## src/rtl/riscv_pkg.sv

```systemverilog
// rtl/riscv_pkg.sv - shared constants, fetch FSM states and IF/ID bundle type
//
// Purpose : common definitions for the RV64 pipeline front end.
// Contents: XLEN, RESET_PC, NOP_INSTR, fetch_state_t, if_id_t.

package riscv_pkg;

   localparam int              XLEN      = 64;
   localparam logic [XLEN-1:0] RESET_PC  = '0;
   localparam logic [31:0]     NOP_INSTR = 32'h0000_0013;   // addi x0,x0,0

   typedef enum logic [1:0] {
      BOOT  = 2'd0,
      RUN   = 2'd1,
      FAULT = 2'd2
   } fetch_state_t;

   typedef struct packed {
      logic            valid;
      logic [XLEN-1:0] pc;
      logic [XLEN-1:0] pc_plus4;
      logic [31:0]     instr;
   } if_id_t;

endpackage

```

## src/rtl/if_id_reg.sv

```systemverilog
// rtl/if_id_reg.sv - IF/ID pipeline register with load/hold/flush controls
//
// Purpose : holds one fetched instruction bundle between IF and ID.
// Ports   : clk_i, rst_i    clock, async active-high reset
//           load_i          capture d_i
//           flush_i         insert a bubble (wins over load_i)
//           d_i             incoming bundle
//           q_o             registered bundle
// Neither load_i nor flush_i asserted means hold.

module if_id_reg
   import riscv_pkg::*;
#(
   parameter logic [31:0] NOP_INSTR = riscv_pkg::NOP_INSTR
) (
   input  logic   clk_i,
   input  logic   rst_i,
   input  logic   load_i,
   input  logic   flush_i,
   input  if_id_t d_i,
   output if_id_t q_o
);

   if_id_t q_q;

   always_ff @(posedge clk_i or posedge rst_i) begin
      if (rst_i) begin
         q_q.valid    <= 1'b0;
         q_q.pc       <= '0;
         q_q.pc_plus4 <= '0;
         q_q.instr    <= NOP_INSTR;
      end else if (flush_i) begin
         // A bubble only needs valid and instr cleared; the pc fields are
         // don't-care downstream while valid is low.
         q_q.valid <= 1'b0;
         q_q.instr <= NOP_INSTR;
      end else if (load_i) begin
         q_q <= d_i;
      end
   end

   assign q_o = q_q;

endmodule

```

## src/rtl/fetch_stage.sv

```systemverilog
// rtl/fetch_stage.sv - RV64 instruction-fetch stage: PC, next-PC mux, FSM, counter
//
// Purpose : owns the PC, drives instruction memory, fills IF/ID.
// Ports   : clk, rst                    clock, async active-high reset
//           imem_addr / imem_instr      fetch address (= pc) / returned word
//           stall                       hold PC and IF/ID
//           redirect_valid/redirect_pc  resolved taken branch/jump target
//           if_id_valid/pc/pc_plus4/instr  IF/ID register contents
//           fetch_fault / fault_pc      misaligned redirect captured
//           fetch_count                 valid instructions delivered to IF/ID
// The IF/ID bundle type is sized by riscv_pkg::XLEN; keep XLEN at its default.

module fetch_stage
   import riscv_pkg::*;
#(
   parameter int              XLEN      = riscv_pkg::XLEN,
   parameter logic [XLEN-1:0] RESET_PC  = riscv_pkg::RESET_PC,
   parameter logic [31:0]     NOP_INSTR = riscv_pkg::NOP_INSTR
) (
   input  logic            clk,
   input  logic            rst,
   output logic [XLEN-1:0] imem_addr,
   input  logic [31:0]     imem_instr,
   input  logic            stall,
   input  logic            redirect_valid,
   input  logic [XLEN-1:0] redirect_pc,
   output logic            if_id_valid,
   output logic [XLEN-1:0] if_id_pc,
   output logic [XLEN-1:0] if_id_pc_plus4,
   output logic [31:0]     if_id_instr,
   output logic            fetch_fault,
   output logic [XLEN-1:0] fault_pc,
   output logic [63:0]     fetch_count
);

   fetch_state_t    state_q, state_d;
   logic [XLEN-1:0] pc_q, pc_d;
   logic            fault_q, fault_d;
   logic [XLEN-1:0] fault_pc_q, fault_pc_d;
   logic [63:0]     count_q, count_d;

   logic            ifid_load;
   logic            ifid_flush;
   logic [XLEN-1:0] pc_plus4;
   logic            target_aligned;
   if_id_t          ifid_d;
   if_id_t          ifid_q;

   // Wraps modulo 2^XLEN by construction.
   assign pc_plus4       = pc_q + XLEN'(4);
   assign target_aligned = (redirect_pc[1:0] == 2'b00);

   always_ff @(posedge clk or posedge rst) begin
      if (rst) begin
         state_q    <= BOOT;
         pc_q       <= RESET_PC;
         fault_q    <= 1'b0;
         fault_pc_q <= '0;
         count_q    <= '0;
      end else begin
         state_q    <= state_d;
         pc_q       <= pc_d;
         fault_q    <= fault_d;
         fault_pc_q <= fault_pc_d;
         count_q    <= count_d;
      end
   end

   always_comb begin
      state_d    = state_q;
      pc_d       = pc_q;
      fault_d    = fault_q;
      fault_pc_d = fault_pc_q;
      count_d    = count_q;
      ifid_load  = 1'b0;
      ifid_flush = 1'b0;

      unique case (state_q)
         BOOT: begin
            // One bubble after reset release; stall/redirect not yet trusted.
            ifid_flush = 1'b1;
            state_d    = RUN;
         end
         RUN: begin
            if (redirect_valid) begin
               // Flush even under stall: the instruction in IF/ID is wrong-path.
               ifid_flush = 1'b1;
               if (target_aligned) begin
                  pc_d = redirect_pc;
               end else begin
                  fault_d    = 1'b1;
                  fault_pc_d = redirect_pc;
                  state_d    = FAULT;
               end
            end else if (!stall) begin
               ifid_load = 1'b1;
               pc_d      = pc_plus4;
               count_d   = count_q + 64'd1;
            end
         end
         FAULT: begin
            ifid_flush = 1'b1;
            if (redirect_valid) begin
               if (target_aligned) begin
                  pc_d    = redirect_pc;
                  fault_d = 1'b0;
                  state_d = RUN;
               end else begin
                  fault_pc_d = redirect_pc;
               end
            end
         end
         default: begin
            ifid_flush = 1'b1;
            state_d    = BOOT;
         end
      endcase
   end

   always_comb begin
      ifid_d.valid    = 1'b1;
      ifid_d.pc       = pc_q;
      ifid_d.pc_plus4 = pc_plus4;
      ifid_d.instr    = imem_instr;
   end

   if_id_reg #(
      .NOP_INSTR (NOP_INSTR)
   ) u_if_id_reg (
      .clk_i   (clk),
      .rst_i   (rst),
      .load_i  (ifid_load),
      .flush_i (ifid_flush),
      .d_i     (ifid_d),
      .q_o     (ifid_q)
   );

   assign imem_addr      = pc_q;
   assign if_id_valid    = ifid_q.valid;
   assign if_id_pc       = ifid_q.pc;
   assign if_id_pc_plus4 = ifid_q.pc_plus4;
   assign if_id_instr    = ifid_q.instr;
   assign fetch_fault    = fault_q;
   assign fault_pc       = fault_pc_q;
   assign fetch_count    = count_q;

endmodule

```

## config.mk

```make
export PLATFORM = sky130hd
export DESIGN_NAME = fetch_stage
export DESIGN_NICKNAME = d
export VERILOG_FILES = /design/src/rtl/riscv_pkg.sv /design/src/rtl/if_id_reg.sv /design/src/rtl/fetch_stage.sv
export SDC_FILE = /design/constraint.sdc
export NUM_CORES = 1
export LEC_CHECK = 0
export CORE_ASPECT_RATIO = 0.6
export CORE_MARGIN = 3
export CORE_UTILIZATION = 31
export CTS_CLUSTER_SIZE = 40
export DETAILED_ROUTE_END_ITERATION = 10
export PLACE_DENSITY_LB_ADDON = 0.05
export SKIP_LAST_GASP = 1
export SYNTH_ARGS = -nofsm -noshare
export SYNTH_HDL_FRONTEND = slang
export SYNTH_SLANG_ARGS = --single-unit
```

## constraint.sdc

```tcl
create_clock -name clk -period 12.05 [get_ports clk]
set_clock_uncertainty 0.2 [all_clocks]
set_input_delay 1.8075 -clock clk [delete_from_list [all_inputs] [get_ports clk]]
set_output_delay 1.8075 -clock clk [all_outputs]
set_load 0.05 [all_outputs]
```

# Word-level counts from Yosys, hierarchy flattened
# Index checks and enable logic that the tools add are counted.
classes:
  add_sub_neg: 2
  multipliers: 0
  div_mod_pow: 0
  n_lt_le_gt_ge: 0
  eq_ne: 7
  shift: 0
  n_mux: 23
  n_bitwise: 4
  reduce_logical: 11
op_table:
  columns: ["op", "n"]
  rows:
  - ["64-bit two-way mux", 4]
  - ["161-bit two-way mux", 1]
  - ["64-bit one-hot mux with 2 select lines", 1]
  - ["64-bit by 1-bit adder with 64-bit output, second input constant", 1]
  - ["64-bit by 3-bit adder with 64-bit output, second input constant", 1]
  - ["32-bit two-way mux", 1]
  - ["1-bit two-way mux", 10]
  - ["3-bit AND reduction", 3]
  - ["2-bit two-way mux", 4]
  - ["2-bit != test, second input constant", 4]
  - ["2-bit one-hot mux with 3 select lines", 1]
  - ["5-bit AND reduction", 1]
  - ["2-bit logical NOT", 2]
  - ["1-bit inverter", 4]
  - ["4-bit AND reduction", 1]
  - ["2-bit nonzero test", 2]
  - ["3-bit != test, second input constant", 1]
  - ["2-bit by 1-bit equality test with 1-bit output, second input constant", 1]
  - ["2-bit equality test, second input constant", 1]
  - ["1-bit one-hot mux with 2 select lines", 1]
  - ["2-bit AND reduction", 1]
  - ["2-bit OR reduction", 1]
word_totals:
  reg_bits: 356
  latch_bits: 0
  ram_bits: 0
  romBits: 0
  inputBits: 100
  memories: 0

# Logic depth before layout (Yosys ltp)
# Gate-level depths: netlist of the first run.
logic_depth:
  word_depth: 5
  ltp_mapped: 10
  mapped_depth_nobuf: 8

# Hierarchy
# A second synthesis of the first run with hierarchy kept.
hier_totals:
  cells_unflattened: 1381
  hier_area_um2: 16238.1
modules_own_cells:
  columns: ["module", "n_inst", "cells_each", "area_per_inst_um2"]
  rows:
  - ["fetch_stage", 1, 1002, 10088.4]
  - ["if_id_reg", 1, 379, 6149.6]

# Least setup slack after synthesis of the first run
# Ideal clock, no wire load.
synth_timing:
  kind: "input to register"
  from: "input port stall"
  to: "register count_q[63], in the netlist fetch_count[63]"
  setup_ps: 140
  arrival_ps: 3361
  slack_ps: 8349
  cell_stages: 5
  n_path_buf: 0
  path_cell_list: "nor3b_4 nand4_2 or3_1 or4_1 xnor2_1"
synth_via:
  elab_chain_cells: 2
synth_lines:
  columns: ["element", "line", "source"]
  rows:
  - ["start, declared", "fetch_stage.sv:24", "input logic stall,"]
  - ["1-bit inverter (no line)", null, null]
  - ["3-bit AND reduction (no line)", null, null]
  - ["end signal, assigned", "fetch_stage.sv:65", "count_q <= count_d;"]
  - ["end, declared", "fetch_stage.sv:40", "logic [63:0] count_q, count_d;"]
# No other way between the ends.
# A chain may end at the register's enable or synchronous reset.

# Final worst setup path of the first run
layout_timing:
  from: "input port redirect_valid"
  to: "register count_q[43], in the netlist fetch_count[43]"
layout_via:
  elab_chain_cells: 2
layout_lines:
  columns: ["element", "line", "source"]
  rows:
  - ["start, declared", "fetch_stage.sv:25", "input logic redirect_valid,"]
  - ["1-bit inverter (no line)", null, null]
  - ["3-bit AND reduction (no line)", null, null]
# No other way between the ends.

==> metrics.md, run 1 <==
| Metric | Value |
|---|---|
| Syn_nets | `1,648` |
| Num ports | `454` |
| Routed len/inst | `21.2 um` |
| Core Region | `49,700 um2` |
| Synth async-reset ratio | `100%` |
| Maximum fanout along the worst path | `46` |
| Area delta synth->final | `40.1%` |
| Die Area | `53,600 um2` |
| Simple-gate area share of the yosys netlist | `a little under a fifth` |
| Post-synthesis mux area share | `5.03%` |
| Status | `finished clean` |
| Share of post-route cells with drive strength above 1 | `under 10%` |
| Detailed Routing Iterations Pass 1 | `5` |
| Reg2Reg Setup Slack | `7.43 ns` |
| Worst hold stages | `2` |
| Main combinational cell family by area after synthesis | `simple AND/OR/NAND/NOR gates` |
| Complex-gate fraction of the synthesized area | `between 10% and 20%` |
| CTS HTree Levels | `2` |
| Reg2Reg Depth | `9` |
| CTS buffer count | `38` |
| Leading cell type in the layout, fill and taps excluded | `clkdlybuf4s50_1` |
| Drt via density | `4.89` |
| WP data required | `12.29 ns` |
| Final Max Tran Viols | `0` |
| Post-CTS Hold Fix Bufs | `0` |
| Initial drt markers | `1,013` |
| Setup tns final | `0 ns` |
| Initial Util | `between 30% and 40%` |
| Total power draw | `6.81 mW` |
| CTS sink count | `354` |
| Worst min path class | `reg -> reg` |
| Worst slew margin | `15.6%` |
| Post-Synthesis Cells | `~1,500` |
| DRC Markers | `0` |
| Slew @ Worst Pin | `1.26 ns` |
| Peak Freq | `~170 MHz` |
| Distinct cells, synth | `59` |
| Post-detail-place hpwl | `40,000 um` |
| Min-delay src | `u_if_id_reg.q_o[154]` |
| Crit path time final | `5.91 ns` |
| Adder and majority cell fraction of the synthesized area | `less than 1%` |
| Sequential area share after synthesis | `a little under three fifths` |
| Clock Pin Slew Worst Setup and Hold Paths | `0.06 ns` |
| Crit path DAT | `6.16 ns` |
| Routability cong. | `0.815` |
| Mapped cell area | `15,700 um2` |
| Overflow after GRT | `0` |
| Clk Latency, worst-skew pair | `between 0.5 and 0.6 ns` |
| Via count | `13,000` |
| DRT antenna net count | `0` |
| Post-CTS Setup Bufs | `0` |
| Die W | `between 200 and 300 um` |
| Nets@finish | `2,055` |
| Ys flop type | `dfrtp_1` |
| Final setup viols | `0` |
| Antenna violations before repair | `1` |
| EDFF count, synth | `0` |
| Power Density | `around 310 nW/um2` |
| Reg-to-Reg End | `fetch_count[43]` |
| Final Hold Fails | `0` |
| CP endpoint kind | `flip-flop` |
| CTS-repair resized insts | `0` |
| Yosys reg bits | `354` |
| Number of global-route vias before repair | `12,900` |
| Antenna Cells | `0` |
| Worst Path Class, Setup | `in -> reg` |
| First-pass GRT wire length | `about 86,000 um` |
| Routed WL | `56,200 um` |
| Leak | `between 9 and 10 nW` |
| Reg-to-Reg Start | `state_q[1]` |
| Synth Area in XOR/XNOR | `6.84%` |
| Deepest clock path buffer count | `3` |
| Crit share post-route | `49.1%` |
| Startpoint Class | `input port` |
| Yosys warnings | `0` |
| Input/output buffers | `453` |
| RSZ-0062 raised after global routing | `false` |
| Syn_area_per_cell | `~10 um2` |
| Clk root buf | `clkbuf_16` |
| Max-Cap Viols | `0` |
| Endpoint, Worst Hold | `u_if_id_reg.q_o[154]` |
| Maximum VDD drop | `0.159 mV` |
| Most frequent cells in the layout | `453 x clkdlybuf4s50_1, 351 x dfrtp_1, 319 x nand2_1, 95 x nor2_1, 85 x xnor2_1` |
| Rows | `63` |
| CTS tree | `done` |
| Largest net degree at the start of global routing | `130` |
| Gr usage total | `20.6%` |
| Chip height | `approximately 180 um` |
cell usage after synthesis, drive strengths merged (7+ instances only):
cell	instances	area [um2]
xor2	38	333
a21oi	51	255
a211oi	7	52.6
nor3	30	180
buf	25	128
xnor2	85	744
o21a	7	52.6
dfrtp	351	8780
nand2	320	1200
inv	18	67.6
o21ai	94	470
or2	7	43.8
nand3	55	280
mux2	65	732
a22o	29	254
and4	11	96.3
and3	25	156
nand4	35	238
o22ai	28	175
a311oi	10	87.6
nor2	100	383
clkbuf	74	278
kinds of logic (layout without fill, tap and decap cells):
group | count (synthesis) | count (layout)
muxes | 71 | 71
AOI/OAI and AO/OA | 254 | 254
DFF | 354 | 354
buffers and inverters | 117 | 547
adders and majority gates | 6 | 6
xor gates and xnor gates | 123 | 123
and+or+nand+nor | 617 | 617
layer usage:
layer	up-vias	GRT usage, %	wire length, um
met5	-	0	11
met4	2	3.87	921
met3	69	4.29	2900
met2	337	31.9	25300
met1	6475	30.0	27000
li1	6097	-	-
per-stage QoR:
stage | utilization (%) | instance area (um2) | hold WS, ns | cells | worst slack (ns)
2_1_floorplan | - | 15700 | 0.254 | 1542 | 0.227
3_3_place_gp | 42.0 | 20900 | 0.259 | 2591 | 5.73
3_5_place_dp | 42.0 | 20900 | 0.262 | 2591 | 5.53
4_1_cts | 44.4 | 22100 | 0.278 | 2654 | 6.08
5_1_grt | 44.4 | 22100 | 0.294 | 2654 | 5.65
6_report | 44.4 | 22100 | 0.273 | 2654 | 6.14
critical path, cell delays in order:
cell and delay [ns]:
clkdlybuf4s50_1 0.76, nor3b_4 1.16, buf_4 0.64, nand4_2 0.35, nor3_2 0.55, nand3_1 0.34
nor3_1 0.33, xor2_1 0.17
how the worst max path moves through the flow:
stage | start | end | slack [ns] | cells past startpoint
after floorplan | rst | fault_pc[0] | 0.23 | 1
after global placement | redirect_valid | fetch_count[43] | 5.73 | 8
after detailed placement | redirect_valid | fetch_count[43] | 5.53 | 8
after CTS | redirect_valid | fetch_count[43] | 6.08 | 8
after global routing | redirect_valid | fetch_count[43] | 5.65 | 8
final | redirect_valid | fetch_count[43] | 6.14 | 8
state kept, by name, summed over array words and instances, names as in the netlist:
signal,count
u_if_id_reg.q_o,159
fetch_fault,1
state_q,2
fetch_count,64
fault_pc,64
imem_addr,64
power breakdown:
group,total (mW),internal [mW],switching (mW),leakage [nW]
Sequential,2.04,1.62,0.420,4.45
Clock,1.15,0.661,0.490,0.595
Combinational,3.62,1.18,2.44,4.30
Total,6.81,3.45,3.35,9.34
final cells by class:
class                      count  area, um2
timing repair buffer         466       4630
sequential                   354       8860
clock inverter                10       78.8
clock buffer                  53       1110
tap                          682        853
fill                        4771      27700
multi-input combinational   1071       6450
inverter                      18       75.1
Power figures use the tool's default switching activity.
==> run 2: changes to the inputs <==
==> constraint.sdc (replaced) <==
create_clock -name clk -period 6.2 [get_ports clk]
set_clock_uncertainty 0.2 [all_clocks]
set_input_delay 0.93 -clock clk [delete_from_list [all_inputs] [get_ports clk]]
set_output_delay 0.93 -clock clk [all_outputs]
set_load 0.05 [all_outputs]
==> metrics.md, run 2 (synthesis gave the netlist of run 1 again) <==
| Metric | Value |
|---|---|
| Multi-input logic area | `6450 um2 (unchanged)` |
| Area delta synth->final | `40.9% (was 40.1%)` |
| CTS sink count | `354 (unchanged)` |
| Routed len/inst | `21.1 um (was 21.2 um)` |
| Worst min path class | `reg -> reg (unchanged)` |
| DRC Markers | `0 (unchanged)` |
| CTS buffer count | `38 (unchanged)` |
| Clk root buf | `clkbuf_16 (unchanged)` |
| WP data required | `6.38 ns (was 12.29 ns)` |
| Nets@finish | `2,057 (was 2,055)` |
| DRT antenna net count | `0 (unchanged)` |
| Setup tns final | `0 ns (unchanged)` |
| Most frequent cells in the layout | `453 x clkdlybuf4s50_1, 351 x dfrtp_1, 319 x nand2_1, 95 x nor2_1, 85 x xnor2_1 (unchanged)` |
| Status | `finished clean (unchanged)` |
| Clock Pin Slew Worst Setup and Hold Paths | `0.07 ns (was 0.06 ns)` |
| Input/output buffers | `453 (unchanged)` |
| Antenna violations before repair | `0 (was 1)` |
| Fin worst setup slack | `2.46 ns (was 6.14 ns)` |
| Clock power share | `17.4% (was 16.9%)` |
| Core Region | `49,700 um2 (unchanged)` |
| Reg-to-Reg Start | `imem_addr[11] (was state_q[1])` |
| FILL cells | `4,741 (was 4,771)` |
| Power Density | `600 nW/um2 (was 309 nW/um2)` |
| Post-CTS Hold Fix Bufs | `0 (unchanged)` |
| Sw Share | `49.1% (was 49.3%)` |
| Detailed Routing Iterations Pass 1 | `5 (unchanged)` |
| Maximum fanout along the worst path | `45 (was 46)` |
| Internal Power | `6.78 mW (was 3.45 mW)` |
| Chip height | `181 um (unchanged)` |
| Routed WL | `56,100 um (was 56,200 um)` |
| Crit share post-route | `60.3%` |
| Share of post-route cells with drive strength above 1 | `9.29% (was 8.92%)` |
| Final Max Tran Viols | `0 (unchanged)` |
| Switching power | `6.54 mW (was 3.35 mW)` |
| CTS tree | `done (unchanged)` |
| Crit path time final | `approximately 3.7 ns` |
| CTS HTree Levels | `2 (unchanged)` |
| Leak | `9.39 nW (was 9.34 nW)` |
| CTS-repair resized insts | `0 (unchanged)` |
| Dpl cells | `2,593 (was 2,591)` |
| Dpl ws | `1.96 ns (was 5.53 ns)` |
| Dpl cell area | `20,900 um2 (about the same)` |
| Drt via density | `4.93 (was 4.89)` |
| Worst slew margin | `16.9% (was 15.6%)` |
| Slew @ Worst Pin | `1.24 ns (was 1.26 ns)` |
| Maximum VDD drop | `0.308 mV (was 0.159 mV)` |
| Rows | `63 (unchanged)` |
| Worst Path Class, Setup | `in -> reg (unchanged)` |
| Number of global-route vias before repair | `13,100 (was 12,900)` |
| Gr usage total | `20.7% (was 20.6%)` |
| First-pass GRT wire length | `86,300 um (was 85,500 um)` |
| Post-detail-place hpwl | `40,400 um (was 40,000 um)` |
| Die W | `297 um (unchanged)` |
| Min-delay src | `u_if_id_reg.q_o[116] (was u_if_id_reg.q_o[154])` |
| CP endpoint kind | `flip-flop (unchanged)` |
| Comb power frac | `52.9% (was 53.2%)` |
| Antenna Cells | `0 (unchanged)` |
| Sequential Area | `8860 um2 (unchanged)` |
| Finished Layout Cells | `2,663 (was 2,654)` |
| Initial Util | `31.7% (unchanged)` |
| Max FFs per register | `159 (unchanged)` |
| Overflow after GRT | `0 (unchanged)` |
| Sequential power share | `29.6% (was 29.9%)` |
| CP Launch Point | `redirect_valid (unchanged)` |
| Largest net degree at the start of global routing | `127 (was 130)` |
| Final setup viols | `0 (unchanged)` |
| Max-Cap Viols | `0 (unchanged)` |
| Via count | `13,100 (was 13,000)` |
| Core Util, Final | `44.6% (was 44.4%)` |
| Leading cell type in the layout, fill and taps excluded | `clkdlybuf4s50_1 (unchanged)` |
| Final Hold Fails | `0 (unchanged)` |
| Routability cong. | `0.846 (was 0.815)` |
| Fin area | `22,200 um2 (was 22,100 um2)` |
| Initial drt markers | `915 (was 1,013)` |
| Num ports | `454 (unchanged)` |
| Die Area | `53,600 um2 (unchanged)` |
| RSZ-0062 raised after global routing | `false (unchanged)` |
| Crit path DAT | `3.91 ns (was 6.16 ns)` |
| Peak Freq | `roughly 270 MHz` |
| Clk Latency, worst-skew pair | `0.55 ns (was 0.53 ns)` |
| Startpoint Class | `input port (unchanged)` |
| Deepest clock path buffer count | `3 (unchanged)` |
| Post-CTS Setup Bufs | `0 (unchanged)` |
-- run 2: cell types whose count changed in the layout (fill, tap and decap cells not counted), sizes merged --
cell	before	now
buf	13	15
clkinvlp	0	3
clkbuf	53	54
clkinv	8	10
bufinv	1	2
-- run 2: final cells by class --
class / count / share of cell area, %
sequential: 354 / 40.0
inverter: 18 / 0.322
multi-input combinational: 1071 / 29.1
clock inverter: 16 / 0.694
clock buffer: 54 / 4.96
timing repair buffer: 468 / 21.1
tap: 682 / 3.85
-- run 2: path summary, 6_finish.rpt --
kind,end,slack [ns],depth (start not counted)
max in group asynchronous,u_if_id_reg.q_o[19],3.85,4
max,imem_addr[62],2.46,7
max reg2reg,imem_addr[60],2.59,6
min,u_if_id_reg.q_o[116],0.27,2
min reg2reg,u_if_id_reg.q_o[116],0.27,2
min in group asynchronous,fault_pc[58],0.69,3
-- run 2: power groups by stage --
stage,clock (mW),combinational [mW],sequential [mW]
final,2.32,7.05,3.95
after global routing,2.50,7.44,4.08
after CTS,2.42,7.14,3.94
after detailed placement,0,7.13,3.98
after global placement,0,7.09,3.95
after floorplan,0,1.89,6.54
-- run 2: worst max-delay path, stage by stage --
cell	delay, ns
clkdlybuf4s50_1	0.40
buf_4	0.20
nor2_4	0.77
and3_2	1.01
o21ai_0	0.24
a21oi_1	0.22
a311oi_1	0.07
-- run 2: layer usage --
| layer | vias to the layer above | wire length (um) | GRT usage, % |
|---|---|---|---|
| met5 | - | 0 | 0 |
| met4 | 0 | 1130 | 4.38 |
| met3 | 64 | 3610 | 4.72 |
| met2 | 431 | 25100 | 31.6 |
| met1 | 6524 | 26300 | 30.0 |
| li1 | 6109 | - | - |
-- run 2: per-stage QoR --
step	power (mW)	hold WS [ns]
3_3_place_gp	11.0	0.257
3_5_place_dp	11.1	0.263
5_1_grt	14.0	0.303
6_report	13.3	0.272
2_1_floorplan	8.43	0.254
4_1_cts	13.5	0.279
==> run 3: changes to the inputs <==
==> constraint.sdc (replaced) <==
create_clock -name clk -period 3.4 [get_ports clk]
set_clock_uncertainty 0.2 [all_clocks]
set_input_delay 0.51 -clock clk [delete_from_list [all_inputs] [get_ports clk]]
set_output_delay 0.51 -clock clk [all_outputs]
set_load 0.05 [all_outputs]
==> metrics.md, run 3 (synthesis gave the netlist of run 1 again) <==
| Metric | Value |
|---|---|
| Leading cell type in the layout, fill and taps excluded | `clkdlybuf4s50_1 (unchanged)` |
| Final Hold Fails | `0 (unchanged)` |
| Max FFs per register | `159 (unchanged)` |
| Reg-to-Reg End | `fetch_count[38] (was imem_addr[60])` |
| Initial Util | `31.7% (unchanged)` |
| WP data required | `3.64 ns (was 6.38 ns)` |
| Initial drt markers | `938 (was 915)` |
| Power Density | `1090 nW/um2 (was 600 nW/um2)` |
| Reg2Reg Depth | `11 (was 6)` |
| Clk Latency, worst-skew pair | `0.54 ns (was 0.55 ns)` |
| Slew @ Worst Pin | `0.672 ns (was 1.24 ns)` |
| Overflow after GRT | `0 (unchanged)` |
| Final setup viols | `0 (unchanged)` |
| Worst min path class | `in -> async (was reg -> reg)` |
| Post-detail-place hpwl | `42,500 um (was 40,400 um)` |
| Crit-path cells | `inv_1 -> ha_1 -> nor3b_4 -> buf_4 -> nand3_1 -> buf_4 -> nor3_2 -> nand4_1 -> buf_4 -> nor2_1 -> xor2_1 (was clkdlybuf4s50_1 -> buf_4 -> nor2_4 -> and3_2 -> o21ai_0 -> a21oi_1 -> a311oi_1)` |
| Chip height | `181 um (unchanged)` |
| DRC Markers | `0 (unchanged)` |
| Clock Pin Slew Worst Setup and Hold Paths | `0.06 ns (was 0.07 ns)` |
| Worst slew margin | `55.2% (was 16.9%)` |
| Reg-to-Reg Start | `state_q[1] (was imem_addr[11])` |
| CP endpoint kind | `flip-flop (unchanged)` |
| Peak Freq | `331 MHz` |
| Routability cong. | `0.840 (was 0.846)` |
| Largest net degree at the start of global routing | `78 (was 127)` |
| Nets@finish | `2,114 (was 2,057)` |
| Max-Cap Viols | `0 (unchanged)` |
| Crit path time final | `3.03 ns` |
| Dpl cells | `2,650 (was 2,593)` |
| First-pass GRT wire length | `87,700 um (was 86,300 um)` |
| Die Area | `53,600 um2 (unchanged)` |
| Drt via density | `4.89 (was 4.93)` |
| Startpoint Class | `flip-flop (was input port)` |
| Area delta synth->final | `44.3% (was 40.9%)` |
| Final Max Tran Viols | `0 (unchanged)` |
| CTS tree | `done (unchanged)` |
| Via count | `13,300 (was 13,100)` |
| Detailed Routing Iterations Pass 1 | `5 (unchanged)` |
| Rows | `63 (unchanged)` |
| Crit path DAT | `3.27 ns (was 3.91 ns)` |
| Fin area | `22,700 um2 (was 22,200 um2)` |
| Reg2Reg Setup Slack | `0.37 ns (was 2.59 ns)` |
| Number of global-route vias before repair | `13,100 (about the same)` |
| Status | `finished clean (unchanged)` |
| Post-CTS Setup Bufs | `0 (unchanged)` |
| CTS-repair resized insts | `0 (unchanged)` |
| Num ports | `454 (unchanged)` |
| Post-CTS Hold Fix Bufs | `0 (unchanged)` |
| RSZ-0062 raised after global routing | `false (unchanged)` |
| CTS sink count | `354 (unchanged)` |
| Die W | `297 um (unchanged)` |
| Routed len/inst | `21.1 um (about the same)` |
| Maximum fanout along the worst path | `9 (was 45)` |
| Dpl cell area | `21,500 um2 (was 20,900 um2)` |
| Maximum VDD drop | `0.705 mV (was 0.308 mV)` |
| Fin worst setup slack | `0.375 ns (was 2.46 ns)` |
| CP max-delay cell | `nor3_2 (was and3_2)` |
| Leak | `9.70 nW (was 9.39 nW)` |
| Worst Path Class, Setup | `reg -> reg (was in -> reg)` |
| Crit share post-route | `89.0%` |
| Routed WL | `57,200 um (was 56,100 um)` |
| Core Util, Final | `45.7% (was 44.6%)` |
| DRT antenna net count | `0 (unchanged)` |
| Deepest clock path buffer count | `3 (unchanged)` |
| Clk root buf | `clkbuf_16 (unchanged)` |
| Input/output buffers | `453 (unchanged)` |
| Core Region | `49,700 um2 (unchanged)` |
| Most frequent cells in the layout | `453 x clkdlybuf4s50_1, 351 x dfrtp_1, 319 x nand2_1, 95 x nor2_1, 85 x xnor2_1 (unchanged)` |
| Share of post-route cells with drive strength above 1 | `11.4% (was 9.29%)` |
| Antenna violations before repair | `0 (unchanged)` |
| CTS buffer count | `38 (unchanged)` |
| Gr usage total | `21.1% (was 20.7%)` |
| Finished Layout Cells | `2,715 (was 2,663)` |
| Most Frequent Cell on Critical Path | `buf_4` |
| FILL cells | `4,697 (was 4,741)` |
| Dpl ws | `0.183 ns (was 1.96 ns)` |
| CTS HTree Levels | `2 (unchanged)` |
| Hold WS | `0.187 ns (was 0.272 ns)` |
| CP max stage delay | `0.41 ns (was 1.01 ns)` |
run 3: cell count changes in the layout (fill, tap and decap cells not counted):
cell / change
buf_4: +46
clkbuf_16: +3
clkinvlp_4: -2
clkinv_8: -1
clkbuf_1: +4
clkinv_2: -5
buf_12: +11
clkbuf_8: -3
inv_6: -2
diode_2: +1
run 3: layout make-up:
class | count | area (um2) | share of cell area, %
clock inverters | 6 | 80.1 | 0.352
clock buffers | 58 | 1150 | 5.06
multi-input cells | 1071 | 6450 | 28.4
diodes | 1 | 2.50 | 0.0110
flip-flops and latches | 354 | 8860 | 39.0
inverters | 18 | 71.3 | 0.314
repair buffers | 525 | 5250 | 23.1
well taps | 682 | 853 | 3.76
run 3: worst max-delay path, delay by kind of cell, from the launching register on:
kind,cells,cell delay (ns)
adder cells (fa/ha/maj),1,0.34
flip-flops,1,0.38
AND/OR/NAND/NOR,5,1.17
buffers and inverters,4,0.72
XOR/XNOR,1,0.15
run 3: per-layer routing:
metal | global-route usage (%) | vias to the layer above | routed length, um
li1 | - | 6231 | -
met1 | 30.7 | 6588 | 27300
met2 | 32.0 | 378 | 25300
met3 | 4.79 | 67 | 3460
met4 | 4.56 | 0 | 1170
met5 | 0 | - | 0
run 3: worst max path at each step:
stage	end	start	slack, ns	cells past startpoint
final	fetch_count[38]	state_q[1]	0.37	11
after global routing	fetch_count[38]	state_q[1]	0.14	11
after CTS	fetch_count[38]	state_q[1]	0.39	11
after detailed placement	fetch_count[38]	stall	0.18	10
after global placement	fetch_count[40]	stall	0.25	10
after floorplan	fault_pc[0]	rst	-2.05	1
run 3: power by group:
part | switching (mW) | internal [mW]
sequential | 1.21 | 5.73
clock | 1.75 | 2.47
combinational | 9.06 | 4.52
total | 12.0 | 12.7
run 3: stage by stage:
step / setup TNS (ns) / total power, mW
6_report: 0 / 24.7
5_1_grt: 0 / 26.0
4_1_cts: 0 / 25.0
3_5_place_dp: 0 / 20.7
3_3_place_gp: 0 / 20.6
2_1_floorplan: -721.79 / 15.4
